<file path="config.mk">
export PLATFORM = sky130hd
export DESIGN_NAME = key_mode_ctrl
export DESIGN_NICKNAME = d
export VERILOG_FILES = /design/src/rtl/key_mode_ctrl.sv
export SDC_FILE = /design/constraint.sdc
export NUM_CORES = 1
export LEC_CHECK = 0
export BUFFER_PORTS_ARGS = -buffer_cell sky130_fd_sc_hd__buf_4
export CORE_MARGIN = 3
export CORE_UTILIZATION = 45
export CTS_BUF_LIST = sky130_fd_sc_hd__clkbuf_4
export DETAILED_ROUTE_END_ITERATION = 6
export GPL_TIMING_DRIVEN = 1
export PLACE_DENSITY = 0.68
export SLEW_MARGIN = 20
export SYNTH_ARGS = -nofsm -noshare
export SYNTH_HDL_FRONTEND = slang
export SYNTH_SLANG_ARGS = --single-unit
</file>
<file path="constraint.sdc">
create_clock -name clk -period 4.9 [get_ports clk]
set_input_delay 0.98 -clock clk [delete_from_list [all_inputs] [get_ports clk]]
set_output_delay 0.98 -clock clk [all_outputs]
set_load 0.005 [all_outputs]
</file>
<file path="src/rtl/key_mode_ctrl.sv">
// Purpose : 4-key debounced mode selector driving four timed LED patterns.
// Latency : key stable high at edge 0 -> mode/led/mode_chg update at edge DEBOUNCE_CYC+3.
// Backpr. : none; every press is acted on, simultaneous presses resolve to the lowest key.
//
// Ports:
//   clk       system clock
//   rst       asynchronous reset, active-high
//   key[3:0]  raw asynchronous keys, 1 = pressed
//   led[3:0]  LED drive, 1 = lit (registered)
//   mode[2:0] 0 IDLE, 1 FLOW_L, 2 FLOW_R, 3 BLINK, 4 RUN (registered)
//   mode_chg  one-cycle pulse in the cycle the new mode first appears
module key_mode_ctrl #(
    parameter int STEP_CYC     = 25_000_000,
    parameter int DEBOUNCE_CYC = 1_000_000
) (
    input  logic       clk,
    input  logic       rst,
    input  logic [3:0] key,
    output logic [3:0] led,
    output logic [2:0] mode,
    output logic       mode_chg
);

    localparam int DW = $clog2(DEBOUNCE_CYC);
    localparam int SW = $clog2(STEP_CYC);

    typedef enum logic [2:0] {
        IDLE   = 3'd0,
        FLOW_L = 3'd1,
        FLOW_R = 3'd2,
        BLINK  = 3'd3,
        RUN    = 3'd4
    } mode_e;

    // ---------------- key input path ----------------
    logic [3:0]    sync1, sync2;
    logic [3:0]    deb, deb_d;
    logic [3:0]    press;
    logic [DW-1:0] db_cnt [4];

    always_ff @(posedge clk or posedge rst) begin
        if (rst) begin
            sync1 <= '0;
            sync2 <= '0;
            deb   <= '0;
            deb_d <= '0;
            press <= '0;
            for (int i = 0; i < 4; i++) db_cnt[i] <= '0;
        end else begin
            sync1 <= key;
            sync2 <= sync1;
            deb_d <= deb;
            // Registered rising edge of the debounced level; releases are ignored.
            press <= deb & ~deb_d;
            for (int i = 0; i < 4; i++) begin
                if (sync2[i] == deb[i]) begin
                    db_cnt[i] <= '0;
                end else if (db_cnt[i] == DW'(DEBOUNCE_CYC - 1)) begin
                    deb[i]    <= sync2[i];
                    db_cnt[i] <= '0;
                end else begin
                    db_cnt[i] <= db_cnt[i] + 1'b1;
                end
            end
        end
    end

    // ---------------- mode FSM and pattern stepper ----------------
    mode_e         mode_q, mode_nx;
    logic [3:0]    led_q, led_nx;
    logic [SW-1:0] step_cnt, cnt_nx;
    logic          dir_q, dir_nx;   // RUN direction, 1 = moving towards led[3]
    logic          chg_q, chg_nx;
    mode_e         target;

    always_ff @(posedge clk or posedge rst) begin
        if (rst) begin
            mode_q   <= IDLE;
            led_q    <= '0;
            step_cnt <= '0;
            dir_q    <= 1'b1;
            chg_q    <= 1'b0;
        end else begin
            mode_q   <= mode_nx;
            led_q    <= led_nx;
            step_cnt <= cnt_nx;
            dir_q    <= dir_nx;
            chg_q    <= chg_nx;
        end
    end

    always_comb begin
        mode_nx = mode_q;
        led_nx  = led_q;
        cnt_nx  = step_cnt;
        dir_nx  = dir_q;
        chg_nx  = 1'b0;
        target  = IDLE;

        // Lowest key index wins among simultaneous presses.
        if      (press[0]) target = FLOW_L;
        else if (press[1]) target = FLOW_R;
        else if (press[2]) target = BLINK;
        else if (press[3]) target = RUN;

        if (|press) begin
            // A press beats a step that falls on the same edge.
            mode_nx = (target == mode_q) ? IDLE : target;
            chg_nx  = 1'b1;
            cnt_nx  = '0;
            dir_nx  = 1'b1;
            case (mode_nx)
                FLOW_L:  led_nx = 4'b1000;
                FLOW_R:  led_nx = 4'b0001;
                BLINK:   led_nx = 4'b1111;
                RUN:     led_nx = 4'b0001;
                default: led_nx = 4'b0000;
            endcase
        end else if (mode_q == IDLE) begin
            cnt_nx = '0;
            led_nx = 4'b0000;
        end else if (step_cnt == SW'(STEP_CYC - 1)) begin
            cnt_nx = '0;
            case (mode_q)
                FLOW_L: led_nx = {led_q[0], led_q[3:1]};
                FLOW_R: led_nx = {led_q[2:0], led_q[3]};
                BLINK:  led_nx = ~led_q;
                RUN: begin
                    // Flip direction on the step that lands on an end LED,
                    // so each end is lit for exactly one step.
                    if (dir_q) begin
                        led_nx = {led_q[2:0], 1'b0};
                        if (led_q[2]) dir_nx = 1'b0;
                    end else begin
                        led_nx = {1'b0, led_q[3:1]};
                        if (led_q[1]) dir_nx = 1'b1;
                    end
                end
                default: led_nx = 4'b0000;
            endcase
        end else begin
            cnt_nx = step_cnt + 1'b1;
        end
    end

    assign led      = led_q;
    assign mode     = mode_q;
    assign mode_chg = chg_q;

endmodule
</file>
== After elaboration in Yosys (flattened, before gate mapping) ==
Index checks and enable logic that the tools add are counted.
Storage, ports and cells
  bits in registers: 134
  bits of input ports: 6
  output and inout port bits: 8
  logic and storage cells: 89
Operators by class
  add/subtract/negate cells: 5
  equality and inequality tests: 19
  multiplexer cells: 30
  bitwise logic cells: 7
  reduce and logical (&&, ||, !) cells: 11
Operator list (count)
  20-bit two-way mux: 8
  20-bit by 1-bit adder with 20-bit output (second input constant): 4
  20-bit equality test (second input constant): 4
  25-bit two-way mux: 3
  25-bit by 1-bit adder with 25-bit output (second input constant): 1
  25-bit equality test (second input constant): 1
  4-bit two-way mux: 4
  4-bit case mux with 4 select lines: 1
  3-bit two-way mux: 5
  3-bit by 2-bit equality test with 1-bit output (second input constant): 4
  4-bit case mux with 3 select lines: 1
  1-bit two-way mux: 8
  4-bit inverter: 2
  2-bit AND reduction: 4
  3-bit by 1-bit equality test with 1-bit output (second input constant): 2
  3-bit equality test (second input constant): 2
  4-bit bitwise AND: 1
  1-bit equality test: 4
  1-bit inverter: 4
  2-bit nonzero test: 2
  4-bit OR reduction: 1
  3-bit equality test: 1
  3-bit zero test: 1
  3-bit AND reduction: 1
  other kinds (3): 3

== Depth between registers and ports, before layout ==
Gate-level depths: netlist (run 1).
  depth in word-level cells: 10
  depth in mapped cells: 7
  mapped depth without buffers: 5

== Worst setup path before layout (run 1) ==
Ideal clock, no wire load.
  path type: reg-to-reg
  start point: reg db_cnt[73] (netlist bit)
  end point: reg deb[0]
  arrival time: 1.846 ns
  data required time: 4.775 ns
  path slack: 2.929 ns
  cell stages (with the launch flop): 5
  buffers on the path: 0
  clock period less this slack: 1.971 ns
  cell sequence: dfrtp_1 or4_1 or4_1 nor2_1 mux2_2
On the way
  word-level cells in the longest chain between the ends: 2
RTL lines
  from (decl): line 39  | logic [DW-1:0] db_cnt [4];
  from (signal, indexed assignment): line 62  | db_cnt[i] <= db_cnt[i] + 1'b1;
  20-bit equality test: line 58  | end else if (db_cnt[i] == DW'(DEBOUNCE_CYC - 1)) begin
  2-bit AND reduction (no source line)
  to (signal, indexed assignment): line 59  | deb[i] <= sync2[i];
  to (decl): line 37  | logic [3:0] deb, deb_d;
Every way passes these cells.
A chain may end at the register's enable or synchronous reset.

== Final worst setup path (run 1) ==
  start point: reg step_cnt[9]
  end point: reg led_q[0] (netlist: led[0])
On the way
  word-level cells in the longest chain between the ends: 2
RTL lines
  from (decl): line 71  | logic [SW-1:0] step_cnt, cnt_nx;
  from (signal assigned): line 86  | step_cnt <= cnt_nx;
  25-bit equality test: line 122  | end else if (step_cnt == SW'(STEP_CYC - 1)) begin
  3-bit nonzero test (no source line)
  to (signal assigned): line 85  | led_q <= led_nx;
  to (decl): line 70  | logic [3:0] led_q, led_nx;
Every way passes these cells.

==> results.toml, run 1 <==
[outcome]
status = "finished clean"

[floorplanning]
pin_count = 14
rows = 43
die_w_um = 127
start_util = 0.469
die_h_um = 127
die_area_um2 = 16200
coreArea_um2 = 14100

[clock_network]
ctsRootBufferMaster = "clkbuf_4"
clk_pin_slew_ps = 120
cts_max_level = 4
cts_hold_buf = 0
cts.sinks = 134
clk_path_buf_depth = 2
cts_tree = "yes"
cts-buffers-inserted = 17
cts-resized-gates = 0
cts_setup_buffers = 0
clk_latency_ps = 540

[worst_setup_path]
path_delay_family = "simple AND/OR/NAND/NOR gates"
worst-path-buf-inv = 0
crit_chain = "or4b_1 > nor4_4 > a21o_1 > a31oi_1"
worst_ep_arrival_time_ps = 2930
crit_fanout = 29
endpoint_kind = "flip-flop"
cpMaxStageDelayCell = "a21o_1"
critical_path.max_stage_delay_ps = 790
crit_start = "step_cnt[9]"
rr_startpoint = "step_cnt[9]"
worstPathRequired_ps = 5280
crit_type = "flip-flop to flip-flop"
cp-start-kind = "flip-flop"

[synth]
synthCells = 671
synth.avg_cell_area_um2 = 9.85
ys_ff_latch = 134
netlist_area_um2 = 6610
synthDistinctLibCells = 51
syn_nets = 682
ys_warn_count = 0
synth_edf_count = 0
synthFlopType = "dfrtp_1"
ys_seq_area_frac = 0.508
async_flop_share = 1.00

[sta]
relSlewSlack = 0.374
max_freq_ghz = 0.391
timing.final.crit_period_ps = 2560
fin_setup_tns_ps = 0
slew_violations = 0
finalCritPeriodShare = 0.522
finalHoldViolCount = 0
rsz0062_at_grt = "no"
whs_ps = 372
setup_viol = 0
fin_skew_ps = 22.5
worst-slew-pin-transition_ps = 939

[flow_run]
cap_violations = 0

[power_and_ir_drop]
power_switching_w = 0.000460
fin_total_pwr_w = 0.00196
switching_share = 0.235
p_per_area_nw_per_um2 = 272
pwr-share-clk = 0.395
vdd_drop_max_uv = 253
leakagePower_nw = 2.84
seqPwrFrac = 0.575
internal_power_w = 0.00149
p_comb_frac = 0.030

[placed_design]
place_area_um2 = 6890
place_congestion = 0.827
dpl.hpwl_um = 9130
io_buffers = 13

[cells_and_area]
final_area_um2 = 7190
area_growth_pct = 8.82
drive_gt1_frac = 0.0966
antenna_cells = 0
layout.cells.most_common_list = "dfrtp_1 (133), nor2_1 (68), a21oi_1 (49)"
fin_util = 0.510
final_nets = 702
final_common_cell = "dfrtp_1"

[worst_hold_path]
hold_start = "sync1[3]"
hp-class = "flip-flop to flip-flop"

[routing]
remaining_drc_errors = 0
drt_first_pass_iters = 5
routed_via_density = 5.89
ant_nets = 0
wl_per_cell_um = 15.1
wl_um = 13300
vias = 5211
drtIter0Drc = 418

[grt]
grt_remaining_overflow = 0
track_usage = 0.176
grt_max_degree = 77
grt_pass1_vias = 5146
grt_pass1_wl_um = 23800
antenna_found_initial = 0
## routing by layer
layer,vias to the layer above,GRT usage,wire length [µm]
met2,105,0.289,6500
met4,0,0.0587,170
met3,17,0.0443,495
met5,-,0,0
met1,2576,0.229,6150
li1,2513,-,-
## flip-flops by register name, summed over array words and instances, names as in the netlist
signal,flops
sync1,4
led,4
deb_d,4
step_cnt,25
db_cnt,80
mode_chg,1
sync2,4
mode,3
dir_q,1
deb,4
press,4
## synth_stat cells, types with 13 or more instances
cell type  instances  area [µm²]
dfrtp_1          133        3330
nor2_1            68         255
a21oi_1           49         245
nand2_1           45         169
nand3_1           36         180
xor2_1            34         298
o31ai_1           28         210
nand4_1           27         169
or4_1             27         203
xnor2_1           22         193
inv_1             20        75.1
o21ai_0           20         100
or3_1             18         113
and2_1            13        81.3
## worst register-to-register path: stages (launching register included)
cell and delay [ps]:
dfrtp_1 460, or4b_1 590, nor4_4 390, a21o_1 790, a31oi_1 170
## cell families after synthesis
kind of cell | after synthesis | synth area share
simple gates | 310 | 0.261
flops | 134 | 0.508
compound gates | 123 | 0.114
xor+xnor | 56 | 0.0742
buf+inv | 38 | 0.0252
mux | 5 | 0.00833
fa+ha+maj | 5 | 0.00947
## final timing paths
| path | endpoint | slack, ps | cells past startpoint |
|---|---|---|---|
| max | led[0] | 2340 | 4 |
| min | sync2[3] | 370 | 0 |
| max reg2reg | led[0] | 2340 | 4 |
| min reg2reg | sync2[3] | 370 | 0 |
| max in group asynchronous | db_cnt[79] | 3240 | 3 |
| min in group asynchronous | sync1[0] | 630 | 2 |
## power groups by stage
| stage | clock network [W] | logic, W | registers (W) |
|---|---|---|---|
| finish | 0.000772 | 0.0000585 | 0.00112 |
| detailed placement | 0 | 0.0000609 | 0.00115 |
| global route | 0.000845 | 0.0000694 | 0.00113 |
| global placement | 0 | 0.0000585 | 0.00115 |
| CTS | 0.000796 | 0.0000613 | 0.00113 |
| floorplan | 0 | 0.0000420 | 0.00114 |
## through the flow
stage | setup WS [ps] | cells
after global placement | 2460 | 852
after floorplan | 339 | 671
after detailed placement | 2340 | 852
after global routing | 2150 | 884
after CTS | 2340 | 884
final | 2340 | 884
## area by class of cell
class	count	area, µm²
well taps	180	225
multi-input cells	499	3090
clock inverters	13	156
flip-flops and latches	134	3350
fillers	1291	6900
repair buffers	19	143
clock buffers	19	143
inverters	20	77.6
Note: power is estimated with default switching activity, not from simulation.
==> run 2, diff against run 1 <==
--- a/config.mk
+++ b/config.mk
@@ -11,7 +11,7 @@
 export CTS_BUF_LIST = sky130_fd_sc_hd__clkbuf_4
 export DETAILED_ROUTE_END_ITERATION = 6
 export GPL_TIMING_DRIVEN = 1
-export PLACE_DENSITY = 0.68
+export PLACE_DENSITY = 0.71
 export SLEW_MARGIN = 20
 export SYNTH_ARGS = -nofsm -noshare
 export SYNTH_HDL_FRONTEND = slang
==> constraint.sdc (replaced) <==
create_clock -name clk -period 2.2 [get_ports clk]
set_input_delay 0.44 -clock clk [delete_from_list [all_inputs] [get_ports clk]]
set_output_delay 0.44 -clock clk [all_outputs]
set_load 0.005 [all_outputs]
==> run 2 against run 1 <==
  * Sequential share of layout area down 0.98 points
  * Clock power up 120%
  * Fmax up 25%
  * Setup slack worse by 2200 ps
  * Critical endpoint is now db_cnt[78]
  * Largest power group unchanged
==> results.toml, run 2 (same netlist as run 1, synthesis figures left out) <==
[placed_design]
dpl.hpwl_um = 8930
dp_cells = 866
place_congestion = 0.834
io_buffers = 13

[grt]
track_usage = 0.170
grt_max_degree = 78
grt_pass1_wl_um = 22900
grt_remaining_overflow = 0
grt_pass1_vias = 5132
antenna_found_initial = 0

[worst_setup_path]
rrSetupSlack_ps = 150
cpMostUsedCell = "or4_1"
cp-start-kind = "flip-flop"
endpoint_kind = "flip-flop"
worst_ep_arrival_time_ps = 2450
crit_fanout = 11
critical_path.max_stage_delay_ps = 560
crit_chain = "or4_1 > or4_1 > o21ai_1 > buf_4 > a21oi_1"
worstReg2RegEnd = "db_cnt[78]"
rr_startpoint = "db_cnt[72]"
r2r_cells = 5
cpMaxStageDelayCell = "or4_1"
crit_type = "flip-flop to flip-flop"
worstPathRequired_ps = 2600

[clock_network]
clk_latency_ps = 520
clk_path_buf_depth = 2
cts-resized-gates = 0
cts_tree = "yes"
cts-buffers-inserted = 17
clk_pin_slew_ps = 110
cts_max_level = 4
cts.sinks = 134
cts_setup_buffers = 0
ctsRootBufferMaster = "clkbuf_4"
cts_hold_buf = 5

[power_and_ir_drop]
vdd_drop_max_uv = 371
leakagePower_nw = 2.92
seqPwrFrac = 0.580
p_per_area_nw_per_um2 = 588
p_comb_frac = 0.033
switching_share = 0.227
fin_total_pwr_w = 0.00432
internal_power_w = 0.00334
power_switching_w = 0.000979
pwr-share-clk = 0.387

[cells_and_area]
drive_gt1_frac = 0.109
seqCellArea_um2 = 3350
multiInputGateArea_um2 = 3090
final_common_cell = "dfrtp_1"
fin_cells = 902
regMostFlops = "db_cnt"
top_regs = "db_cnt: 80 flops, step_cnt: 25 flops"
final_nets = 721
antenna_cells = 0
fillers = 1263
largest_reg_flops = 80
area_growth_pct = 11.2
layout.cells.most_common_list = "dfrtp_1 (133), nor2_1 (68), a21oi_1 (49)"

[sta]
relSlewSlack = 0.593
finalHoldViolCount = 0
slew_violations = 0
fin_skew_ps = 17.4
rsz0062_at_grt = "no"
max_freq_ghz = 0.487
setup_viol = 0
fin_setup_tns_ps = 0
timing.final.crit_period_ps = 2050
worst-slew-pin-transition_ps = 605
finalCritPeriodShare = 0.933

[worst_hold_path]
hp-class = "flip-flop to flip-flop"
hold_start = "sync1[0]"
hold_end = "sync2[0]"
hold-path-cell-count = 0

[floorplanning]
coreArea_um2 = 14100
die_w_um = 127
start_util = 0.469
die_h_um = 127
die_area_um2 = 16200
pin_count = 14
rows = 43

[flow_run]
cap_violations = 0

[routing]
drt_first_pass_iters = 5
vias = 5157
wl_per_cell_um = 14.4
ant_nets = 0
routed_via_density = 5.72
remaining_drc_errors = 0
wl_um = 13000
drtIter0Drc = 317

[outcome]
status = "finished clean"
[run 2: cell types whose count changed in the layout (fill, tap and decap cells not counted)]
cell and change:
clkbuf_4 +1, clkinv_2 -1, clkinv_1 +2, clkinv_4 -1
inv_6 -1, buf_12 +1, inv_4 -1, buf_4 +13
dlygate4sd3_1 +5
[run 2: worst max path at each step]
| stage | start | endpoint |
|---|---|---|
| floorplan | rst | db_cnt[0] |
| finish | db_cnt[72] | db_cnt[78] |
| detailed placement | db_cnt[72] | db_cnt[78] |
| CTS | db_cnt[72] | db_cnt[78] |
| global route | db_cnt[72] | db_cnt[78] |
| global placement | db_cnt[72] | deb[0] |
[run 2: per-stage QoR]
step / cell area, µm² / setup WS (ps) / util / hold slack, ps
after floorplan: 6610 / 95.6 / - / 331
after global placement: 7010 / 165 / 0.497 / 336
after detailed placement: 7010 / 162 / 0.497 / 342
after CTS: 7350 / 138 / 0.521 / 360
after global routing: 7350 / 3.64 / 0.521 / 383
final: 7350 / 148 / 0.521 / 360
[run 2: cell type report]
type | count | area share
Clock inverter | 11 | 0.0182
Inverter | 20 | 0.0107
Tap cell | 180 | 0.0307
Sequential cell | 134 | 0.457
Clock buffer | 20 | 0.0204
Timing Repair Buffer | 38 | 0.0422
Multi-Input combinational cell | 499 | 0.421
[run 2: metal layers]
layer | global-route usage | wire [µm] | vias to the layer above | part of all wire
met5 | 0 | 0 | - | 0
met4 | 0.0574 | 144 | 0 | 0.011
met3 | 0.0443 | 492 | 15 | 0.038
met2 | 0.279 | 6290 | 87 | 0.48
met1 | 0.221 | 6050 | 2511 | 0.47
li1 | - | - | 2544 | -
[run 2: power by group through the flow]
stage / logic (W) / clock network, W / registers (W)
2_1_floorplan: 0.0000940 / 0 / 0.00255
5_1_grt: 0.000169 / 0.00184 / 0.00251
6_report: 0.000144 / 0.00167 / 0.00251
4_1_cts: 0.000151 / 0.00172 / 0.00251
3_5_place_dp: 0.000143 / 0 / 0.00255
3_3_place_gp: 0.000139 / 0 / 0.00255
[run 2: critical path, delay by kind of cell (launching register included)]
family | cells | cell delay (ps)
AND/OR/NAND/NOR | 2 | 1080
flip-flops | 1 | 420
buffers and inverters | 1 | 200
AO/OA/AOI/OAI | 2 | 230
